`config.mk`:
```
export PLATFORM = sky130hd
export DESIGN_NAME = writeback_queue
export DESIGN_NICKNAME = d
export VERILOG_FILES = /design/src/rtl/writeback_queue.sv
export SDC_FILE = /design/constraint.sdc
export NUM_CORES = 1
export LEC_CHECK = 0
export BUFFER_PORTS_ARGS = -buffer_cell sky130_fd_sc_hd__buf_2
export CAP_MARGIN = 20
export CORE_ASPECT_RATIO = 1.1
export CORE_MARGIN = 4
export CORE_UTILIZATION = 55
export CTS_CLUSTER_DIAMETER = 60
export DETAILED_ROUTE_END_ITERATION = 8
export PLACE_DENSITY = 0.75
export SLEW_MARGIN = 20
export SYNTH_ARGS = -nofsm -noshare
export SYNTH_HDL_FRONTEND = slang
export SYNTH_SLANG_ARGS = --single-unit
```
`constraint.sdc`:
```
create_clock -name clk -period 21.6 [get_ports clk]
set_input_delay 4.32 -clock clk [delete_from_list [all_inputs] [get_ports clk]]
set_output_delay 4.32 -clock clk [all_outputs]
set_load 0.005 [all_outputs]
```
`src/rtl/writeback_queue.sv`:
```
// Writeback queue: gathers up to 3 completed results/cycle, drains up to 2/cycle to the regfile write ports.
// Latency: an entry is visible on update outputs the cycle after the edge that enqueued it (no bypass).
// Backpressure: stall holds head/outputs; in_ready drops above DEPTH-3; excess enqueues drop and set sticky overflow.
// Optional build macro WBQ_OVF_COUNT_EN adds an 8-bit saturating dropped-entry counter (ovf_count).
module writeback_queue #(
  parameter int DEPTH = 8,
  parameter int PTR_W = 3
) (
  input  logic             clk,
  input  logic             reset,
  input  logic             stall,
  input  logic [2:0]       in_valid,
  input  logic [5:0]       in_reg0,
  input  logic [5:0]       in_reg1,
  input  logic [5:0]       in_reg2,
  input  logic [31:0]      in_value0,
  input  logic [31:0]      in_value1,
  input  logic [31:0]      in_value2,
  output logic             in_ready,
  output logic [5:0]       reg_to_update1,
  output logic [31:0]      new_value1,
  output logic             update1,
  output logic [5:0]       reg_to_update2,
  output logic [31:0]      new_value2,
  output logic             update2,
  output logic [PTR_W:0]   count,
  output logic             overflow
`ifdef WBQ_OVF_COUNT_EN
  ,
  output logic [7:0]       ovf_count
`endif
);

  localparam int             RDY_MAX_I = DEPTH - 3;
  localparam logic [PTR_W:0] DEPTH_C   = DEPTH[PTR_W:0];
  localparam logic [PTR_W:0] RDY_MAX   = RDY_MAX_I[PTR_W:0];
  localparam logic [PTR_W:0] ONE_C     = {{PTR_W{1'b0}}, 1'b1};
  localparam logic [PTR_W-1:0] ONE_P   = {{(PTR_W-1){1'b0}}, 1'b1};

  // Registered state
  logic [5:0]       mem_reg_q [DEPTH];
  logic [5:0]       mem_reg_d [DEPTH];
  logic [31:0]      mem_val_q [DEPTH];
  logic [31:0]      mem_val_d [DEPTH];
  logic [PTR_W-1:0] head_q, head_d;
  logic [PTR_W-1:0] tail_q, tail_d;
  logic [PTR_W:0]   count_q, count_d;
  logic             overflow_q, overflow_d;
`ifdef WBQ_OVF_COUNT_EN
  logic [7:0]       ovf_cnt_q, ovf_cnt_d;
  logic [8:0]       ovf_sum;
`endif

  // Per-cycle working signals
  logic [5:0]       in_reg_a [3];
  logic [31:0]      in_val_a [3];
  logic [PTR_W-1:0] head1;
  logic             upd1, upd2;
  logic [1:0]       pop_n;
  logic [PTR_W:0]   pop_ext;
  logic [PTR_W:0]   free_n;
  logic [PTR_W:0]   acc_n;
  logic [1:0]       drop_n;
  logic [PTR_W-1:0] wr_idx;

  assign in_reg_a[0] = in_reg0;
  assign in_reg_a[1] = in_reg1;
  assign in_reg_a[2] = in_reg2;
  assign in_val_a[0] = in_value0;
  assign in_val_a[1] = in_value1;
  assign in_val_a[2] = in_value2;

  // Drain side: present the two oldest entries; hold back the younger one on a same-register collision
  always_comb begin
    head1          = head_q + ONE_P;
    upd1           = (count_q != '0);
    upd2           = (count_q > ONE_C) && (mem_reg_q[head1] != mem_reg_q[head_q]);
    update1        = upd1;
    update2        = upd2;
    reg_to_update1 = upd1 ? mem_reg_q[head_q] : 6'd0;
    new_value1     = upd1 ? mem_val_q[head_q] : 32'd0;
    reg_to_update2 = upd2 ? mem_reg_q[head1]  : 6'd0;
    new_value2     = upd2 ? mem_val_q[head1]  : 32'd0;
    pop_n          = stall ? 2'd0 : ({1'b0, upd1} + {1'b0, upd2});
    pop_ext        = {{(PTR_W-1){1'b0}}, pop_n};
    in_ready       = (count_q <= RDY_MAX);
    count          = count_q;
    overflow       = overflow_q;
  end

  // Fill side: compact non-zero-register producers in port order into free slots (including slots popped this cycle)
  always_comb begin
    mem_reg_d = mem_reg_q;
    mem_val_d = mem_val_q;
    acc_n     = '0;
    drop_n    = 2'd0;
    wr_idx    = tail_q;
    free_n    = DEPTH_C - count_q + pop_ext;
    for (int i = 0; i < 3; i++) begin
      if (in_valid[i] && (in_reg_a[i] != 6'd0)) begin
        if (acc_n < free_n) begin
          wr_idx            = tail_q + acc_n[PTR_W-1:0];
          mem_reg_d[wr_idx] = in_reg_a[i];
          mem_val_d[wr_idx] = in_val_a[i];
          acc_n             = acc_n + ONE_C;
        end else begin
          drop_n = drop_n + 2'd1;
        end
      end
    end
    head_d     = head_q + pop_ext[PTR_W-1:0];
    tail_d     = tail_q + acc_n[PTR_W-1:0];
    count_d    = count_q + acc_n - pop_ext;
    overflow_d = overflow_q | (drop_n != 2'd0);
  end

`ifdef WBQ_OVF_COUNT_EN
  // Saturating tally of dropped entries
  always_comb begin
    ovf_sum   = {1'b0, ovf_cnt_q} + {7'd0, drop_n};
    ovf_cnt_d = ovf_sum[8] ? 8'hFF : ovf_sum[7:0];
    ovf_count = ovf_cnt_q;
  end
`endif

  // State register with synchronous active-low clear
  always_ff @(posedge clk) begin
    if (!reset) begin
      mem_reg_q  <= '{default: '0};
      mem_val_q  <= '{default: '0};
      head_q     <= '0;
      tail_q     <= '0;
      count_q    <= '0;
      overflow_q <= 1'b0;
`ifdef WBQ_OVF_COUNT_EN
      ovf_cnt_q  <= 8'd0;
`endif
    end else begin
      mem_reg_q  <= mem_reg_d;
      mem_val_q  <= mem_val_d;
      head_q     <= head_d;
      tail_q     <= tail_d;
      count_q    <= count_d;
      overflow_q <= overflow_d;
`ifdef WBQ_OVF_COUNT_EN
      ovf_cnt_q  <= ovf_cnt_d;
`endif
    end
  end

endmodule
```
==> metrics.yaml, run 1 <==
worst_setup_path:
  r2r_slack_ps: 11330
  cp-start-kind: "register"
  path_class: "reg2reg"
  path_max_fanout: 76
  required_ps: 22050
  end_kind: "register"
  crit_path_top_delay_cell: "buf_4"
  critPathBufInv: 6
  crit_family: "buffers and inverters"
  r2r-end: "mem_val_q[2]"
  worst_r2r_path_depth: 29
  startpoint: "head_q[0]"
  cp.arrival_ps: 10720
  rr_startpoint: "head_q[0]"
  critPathMaxStageDelay_ps: 840
  timing.critical_path.mode_cell: "ha_1"
yosys:
  ys_seq_area_frac: 0.298
  post-synth-top-area-cell: "dfxtp_1"
  ys_ff_latch: 315
  synth_ff_type: "dfxtp_1"
  yosysWarnings: 0
  syn_avg_cell_area_um2: 9.69
  synth_top_area_share: 0.298
  synth_cells: 2182
  synthDistinctLibCells: 49
  synth_area_um2: 21100
  synth_edf_count: 0
  synthArstFlopShare: 0
  syn_nets: 2326
  yosys-top-cells-area: "dfxtp_1 30%, mux4_2 16%, a221oi_1 13%, o211ai_1 11%, o22ai_1 9.1%"
flow_run:
  cap_violations: 0
power_and_ir_drop:
  powerDensity_nw_per_um2: 158
  clock_power_share: 0.187
  p_seq_frac: 0.249
  p_sw_frac: 0.455
  power_mw: 3.68
  power.switching_mw: 1.67
  ir_worst_vdd_mv: 0.170
  p_int_mw: 2.01
  p_leak_nw: 7.54
  combPwrFrac: 0.564
sta:
  finalHoldViolations: 0
  period_minus_slack_ps: 10270
  hold_ws_ps: 531
  tns_ps: 0
  slew_headroom: 0.129
  tightest_slew_ps: 1310
  drv_slew: 0
  setup_viol: 0
  rsz0062_at_grt: "no"
  fmax_mhz: 97.4
  fin_ws_ps: 11330
  finClkSkew_ps: 16.8
  period_share: 0.476
global_route:
  grt_pass1_vias: 22189
  grt.total_usage: 0.394
  antenna_found_initial: 7
  grt_max_degree: 130
  gr-total-overflow: 0
  grt_pass1_wl_um: 130000
place:
  place_area_um2: 21900
  gp_congestion: 0.874
  numPortBuffers: 203
  place_ws_ps: 11610
  placed_cells: 2592
  place_hpwl_um: 44100
min_path:
  hold_path_depth: 2
  hold_end: "overflow"
  min_path_type: "reg2reg"
  worstHoldStart: "overflow"
cells_and_area:
  regArea_um2: 6320
  layout-drive-gt1-share: 0.236
  final_cells: 2668
  fillCellCount: 3174
  final_nets: 2278
  syn_to_final_growth_pct: 10.0
  fin_util: 0.612
  multi_input_area_um2: 13500
  final_area_um2: 23200
die:
  core.rowCount: 75
  start_util: 0.556
  die_area_um2: 41600
  ioPinCount: 204
  die_w_um: 195
  die_y_um: 214
  coreArea_um2: 38000
clock_network:
  clock-root-buffer: "clkbuf_16"
  cts_resized: 0
  clk_latency_ps: 540
  clock_path_buffers: 3
  clock-sinks: 315
  tritoncts: "done"
  clk_pin_slew_ps: 60
  h-tree-depth: 2
  postCtsSetupBuffers: 0
  cts_hold_buf: 0
  numCtsBuffers: 39
drt:
  drt-total-wl_um: 87400
  via_per_inst: 8.46
  dr.pass1.iters: 7
  drtAntennaViolNets: 0
  drc: 0
  drt_iter0_markers: 3984
  wl_per_cell_um: 32.8
  vias: 22565
outcome:
  outcome: "finished clean"
-- Yosys cell counts (all sizes together) (2+ instances only) --
master / instances
dfxtp: 315
o22ai: 308
o211ai: 306
a221oi: 304
clkbuf: 211
mux4: 152
buf: 124
nor2: 85
mux2i: 80
nand2: 54
and2: 48
nor2b: 43
inv: 19
ha: 18
or4: 15
xor2: 14
xnor2: 12
nor3: 11
nand4: 9
fa: 6
nand2b: 6
nor4: 6
o31ai: 4
or3: 4
a21oi: 3
and3: 3
o21ai: 3
or2: 3
a21o: 2
nor3b: 2
o221ai: 2
o31a: 2
-- registers in the layout, summed over array words and instances, names as in the netlist --
signal     cells
count          4
head_q         3
mem_reg_q     48
mem_val_q    256
overflow       1
tail_q         3
-- cells by family (layout without fill, tap and decap cells) --
family,Yosys count,after routing,share of synthesized area
buffers and inverters,354,335,0.0679
AOI/OAI and AO/OA,939,939,0.335
and+or+nand+nor,291,291,0.0711
muxes,233,233,0.200
xor gates and xnor gates,26,26,0.0108
adders and majority gates,24,24,0.0163
other,0,5,0
DFF,315,315,0.298
-- placed cells by master (no fill, tap or decap), types with 3 or more instances in the layout --
cell / Yosys / layout
dfxtp_1: 315 / 311
o22ai_1: 308 / 308
o211ai_1: 306 / 306
a221oi_1: 304 / 304
buf_2: 51 / 202
mux4_2: 152 / 152
nor2_1: 85 / 84
mux2i_1: 80 / 80
nand2_1: 54 / 51
and2_1: 48 / 46
nor2b_1: 42 / 42
clkbuf_16: 0 / 41
buf_4: 3 / 41
inv_1: 18 / 18
ha_1: 18 / 17
xor2_1: 14 / 14
xnor2_1: 12 / 12
nand4_1: 9 / 9
or4_2: 0 / 9
clkbuf_1: 211 / 7
clkinv_2: 0 / 7
nand2b_1: 6 / 6
nor3_2: 0 / 6
fa_1: 6 / 6
clkbuf_8: 0 / 6
diode_2: 0 / 5
nor3_1: 10 / 4
or4_4: 2 / 4
nor4_2: 0 / 4
bufinv_16: 0 / 4
or2_2: 3 / 3
nand2_2: 0 / 3
a21oi_1: 3 / 3
and3_1: 3 / 3
clkinvlp_4: 0 / 3
-- cell type report --
cell class | count | share of cell area
Tap cell | 500 | 0.0269
Timing Repair Buffer | 246 | 0.0590
Sequential cell | 315 | 0.272
Clock inverter | 16 | 0.00840
Clock buffer | 54 | 0.0488
Multi-Input combinational cell | 1513 | 0.582
Inverter | 19 | 0.00307
Antenna cell | 5 | 0.000538
-- layer usage --
metal	wire, um	share of wire	global-route usage
met1	29600	0.34	0.497
met2	37800	0.43	0.605
met5	32	0.00037	0
met4	6360	0.073	0.241
met3	13600	0.16	0.111
-- power groups by stage --
| stage | clock, mW | sequential (mW) | combinational, mW |
|---|---|---|---|
| finish | 0.688 | 0.915 | 2.08 |
| floorplan | 0 | 0.859 | 1.46 |
| global placement | 0 | 0.906 | 1.93 |
| detailed placement | 0 | 0.919 | 1.99 |
| global route | 0.707 | 0.932 | 2.18 |
| CTS | 0.685 | 0.908 | 2.00 |
-- worst max path at each step --
| stage | to | slack (ps) | depth (start not counted) |
|---|---|---|---|
| 2_1_floorplan | count[3] | 12530 | 21 |
| 3_3_place_gp | count[3] | 11870 | 31 |
| 3_5_place_dp | count[3] | 11610 | 30 |
| 4_1_cts | count[3] | 11530 | 31 |
| 5_1_grt | mem_val_q[157] | 10740 | 30 |
| 6_report | mem_val_q[2] | 11330 | 29 |
-- tightest hold or removal path, stage by stage, from the launching register on --
cell and delay (ps):
dfxtp_1 320, inv_1 60, a41oi_1 100
No activity file was read; power rests on OpenSTA's default activity.
==> inputs of run 2 (changes only) <==
- ABC_AREA: default -> 1
- PLACE_DENSITY: 0.75 -> 0.77
- clock period: 21.6 -> 8.44 ns (I/O delays scaled with it)
==> run 2 against run 1 <==
Synthesized area rose by 17%; cell count is 83% higher; power rose to 2.7 times the previous value; critical path depth stayed put; synthesized cell count is 100% higher; first-iteration DRC count shrank 9.0%; clock-buffer cell count grew 4; sequential share of layout area shrank 2.9 points; register-to-register slack worse by 11000 ps; critical path type unchanged; global-route usage is 5.4 points lower.
==> metrics.yaml, run 2 <==
sta:
  fmax_mhz: 130
  drv_slew: 0
  hold_ws_ps: 550
  slew_headroom: 0.220
  tightest_slew_ps: 1170
  finClkSkew_ps: 22.5
  finalHoldViolations: 0
  period_minus_slack_ps: 7710
  period_share: 0.914
  rsz0062_at_grt: "no"
  setup_viol: 0
  tns_ps: 0
min_path:
  hold_path_depth: 4
  hold_end: "overflow"
  min_path_type: "reg2reg"
  worstHoldStart: "overflow"
drt:
  drc: 0
  vias: 28264
  wl_per_cell_um: 17.8
  drtAntennaViolNets: 0
  drt_iter0_markers: 3626
  via_per_inst: 5.78
  dr.pass1.iters: 7
  drt-total-wl_um: 87000
clock_network:
  clock-root-buffer: "clkbuf_16"
  postCtsSetupBuffers: 0
  numCtsBuffers: 40
  h-tree-depth: 2
  cts_hold_buf: 0
  clk_latency_ps: 570
  cts_resized: 0
  clock_path_buffers: 3
  clk_pin_slew_ps: 60
  tritoncts: "done"
  clock-sinks: 315
cells_and_area:
  layout-drive-gt1-share: 0.0795
  final_nets: 4418
  largest_register_ffs: 256
  mostFrequentLayoutCell: "nand2_1"
  regMostFlops: "mem_val_q"
  mostFrequentLayoutCells: "1062 x nand2_1, 1024 x nor2_1, 606 x o21ai_0"
  syn_to_final_growth_pct: 5.27
die:
  core.rowCount: 81
  coreArea_um2: 44500
  die_w_um: 210
  die_y_um: 230
  die_area_um2: 48400
  ioPinCount: 204
  start_util: 0.556
place:
  place_hpwl_um: 47700
  gp_congestion: 0.921
  numPortBuffers: 203
yosys:
  synthDistinctLibCells: 36
  synth_ff_type: "dfxtp_1"
  ys_seq_area_frac: 0.255
  yosysWarnings: 0
  synth_top_area_share: 0.255
  synthArstFlopShare: 0
  syn_avg_cell_area_um2: 5.63
  synth_cells: 4394
  synth_edf_count: 0
  synth_area_um2: 24700
  yosysMostFrequentCell: "nand2_1"
  post-synth-top-area-cell: "dfxtp_1"
  synth_commonest_cells: "1077 x nand2_1, 1024 x nor2_1, 606 x o21ai_0"
  syn_nets: 4538
  ys_ff_latch: 315
  yosys-top-cells-area: "dfxtp_1 26%, nand2_1 16%, nor2_1 16%, o21ai_0 12%, a21oi_1 10%"
worst_setup_path:
  timing.critical_path.mode_cell: "nand2_1"
  required_ps: 8950
  crit_path_top_delay_cell: "buf_4"
  path_class: "reg2reg"
  path_max_fanout: 109
  end_kind: "register"
  critPathMaxStageDelay_ps: 760
  worst_r2r_path_depth: 29
  r2r-end: "mem_val_q[246]"
  critPathBufInv: 4
  cp-start-kind: "register"
  crit_family: "simple AND/OR/NAND/NOR gates"
  rr_startpoint: "head_q[0]"
  cp.arrival_ps: 8220
  r2r_slack_ps: 730
global_route:
  grt_max_degree: 192
  gr-total-overflow: 0
  antenna_found_initial: 4
  grt_pass1_vias: 24323
  grt.total_usage: 0.339
  grt_pass1_wl_um: 134000
power_and_ir_drop:
  powerDensity_nw_per_um2: 385
  ir_worst_vdd_mv: 0.371
  p_leak_nw: 12.5
flow_run:
  cap_violations: 0
outcome:
  outcome: "finished clean"
==> run 2: worst max-delay path by stage <==
stage,slack (ps),from,end,depth (start not counted)
finish,730,head_q[0],mem_val_q[246],29
global route,140,head_q[0],mem_reg_q[43],29
CTS,770,head_q[0],mem_val_q[246],29
detailed placement,780,head_q[0],mem_val_q[224],29
global placement,990,head_q[0],mem_val_q[245],29
floorplan,2130,head_q[0],count[3],39
==> run 2: worst reg2reg max path: cells and delay by family (launching register included) <==
kind	cells	cell delay, ps
compound gates	3	500
xor+xnor	3	640
fa+ha+maj	6	1940
buf+inv	4	1490
flops	1	580
simple gates	13	2540
==> run 2: cells by family after synthesis <==
logic type | synth area share
DFF | 0.255
AOI/OAI and AO/OA | 0.266
adders and majority gates | 0.0140
xor gates and xnor gates | 0.00526
and+or+nand+nor | 0.338
buffers and inverters | 0.122
==> run 2: cell type report <==
| type | instances | area [um2] |
|---|---|---|
| Clock buffer | 58 | 1170 |
| Antenna cell | 4 | 10.0 |
| Fill cell | 4467 | 18500 |
| Inverter | 236 | 888 |
| Timing Repair Buffer | 230 | 1240 |
| Multi-Input combinational cell | 3451 | 15500 |
| Clock inverter | 13 | 164 |
| Tap cell | 581 | 727 |
| Sequential cell | 315 | 6310 |
==> run 2: power by group <==
group          internal (mW)  total [mW]  switching, mW
Combinational           1.98        6.04           4.06
Clock                   1.06        1.78          0.724
Sequential              1.90        2.20          0.301
==> run 2: routing by layer <==
layer	vias to the layer above	track usage	wire length [um]
li1	13928	-	-
met4	0	0.135	3610
met1	12501	0.462	35100
met3	259	0.0597	9630
met2	1576	0.535	38700
met5	-	0	0
==> run 2: through the flow <==
step | area [um2] | instances | total power, mW | util | setup slack [ps]
after floorplan | 24700 | 4394 | 6.70 | - | 2130
after global placement | 24700 | 4813 | 7.99 | 0.554 | 987
after detailed placement | 24700 | 4813 | 8.07 | 0.554 | 777
after CTS | 26000 | 4884 | 9.88 | 0.584 | 769
after global routing | 26000 | 4885 | 10.8 | 0.585 | 144
final | 26000 | 4888 | 10.0 | 0.585 | 729
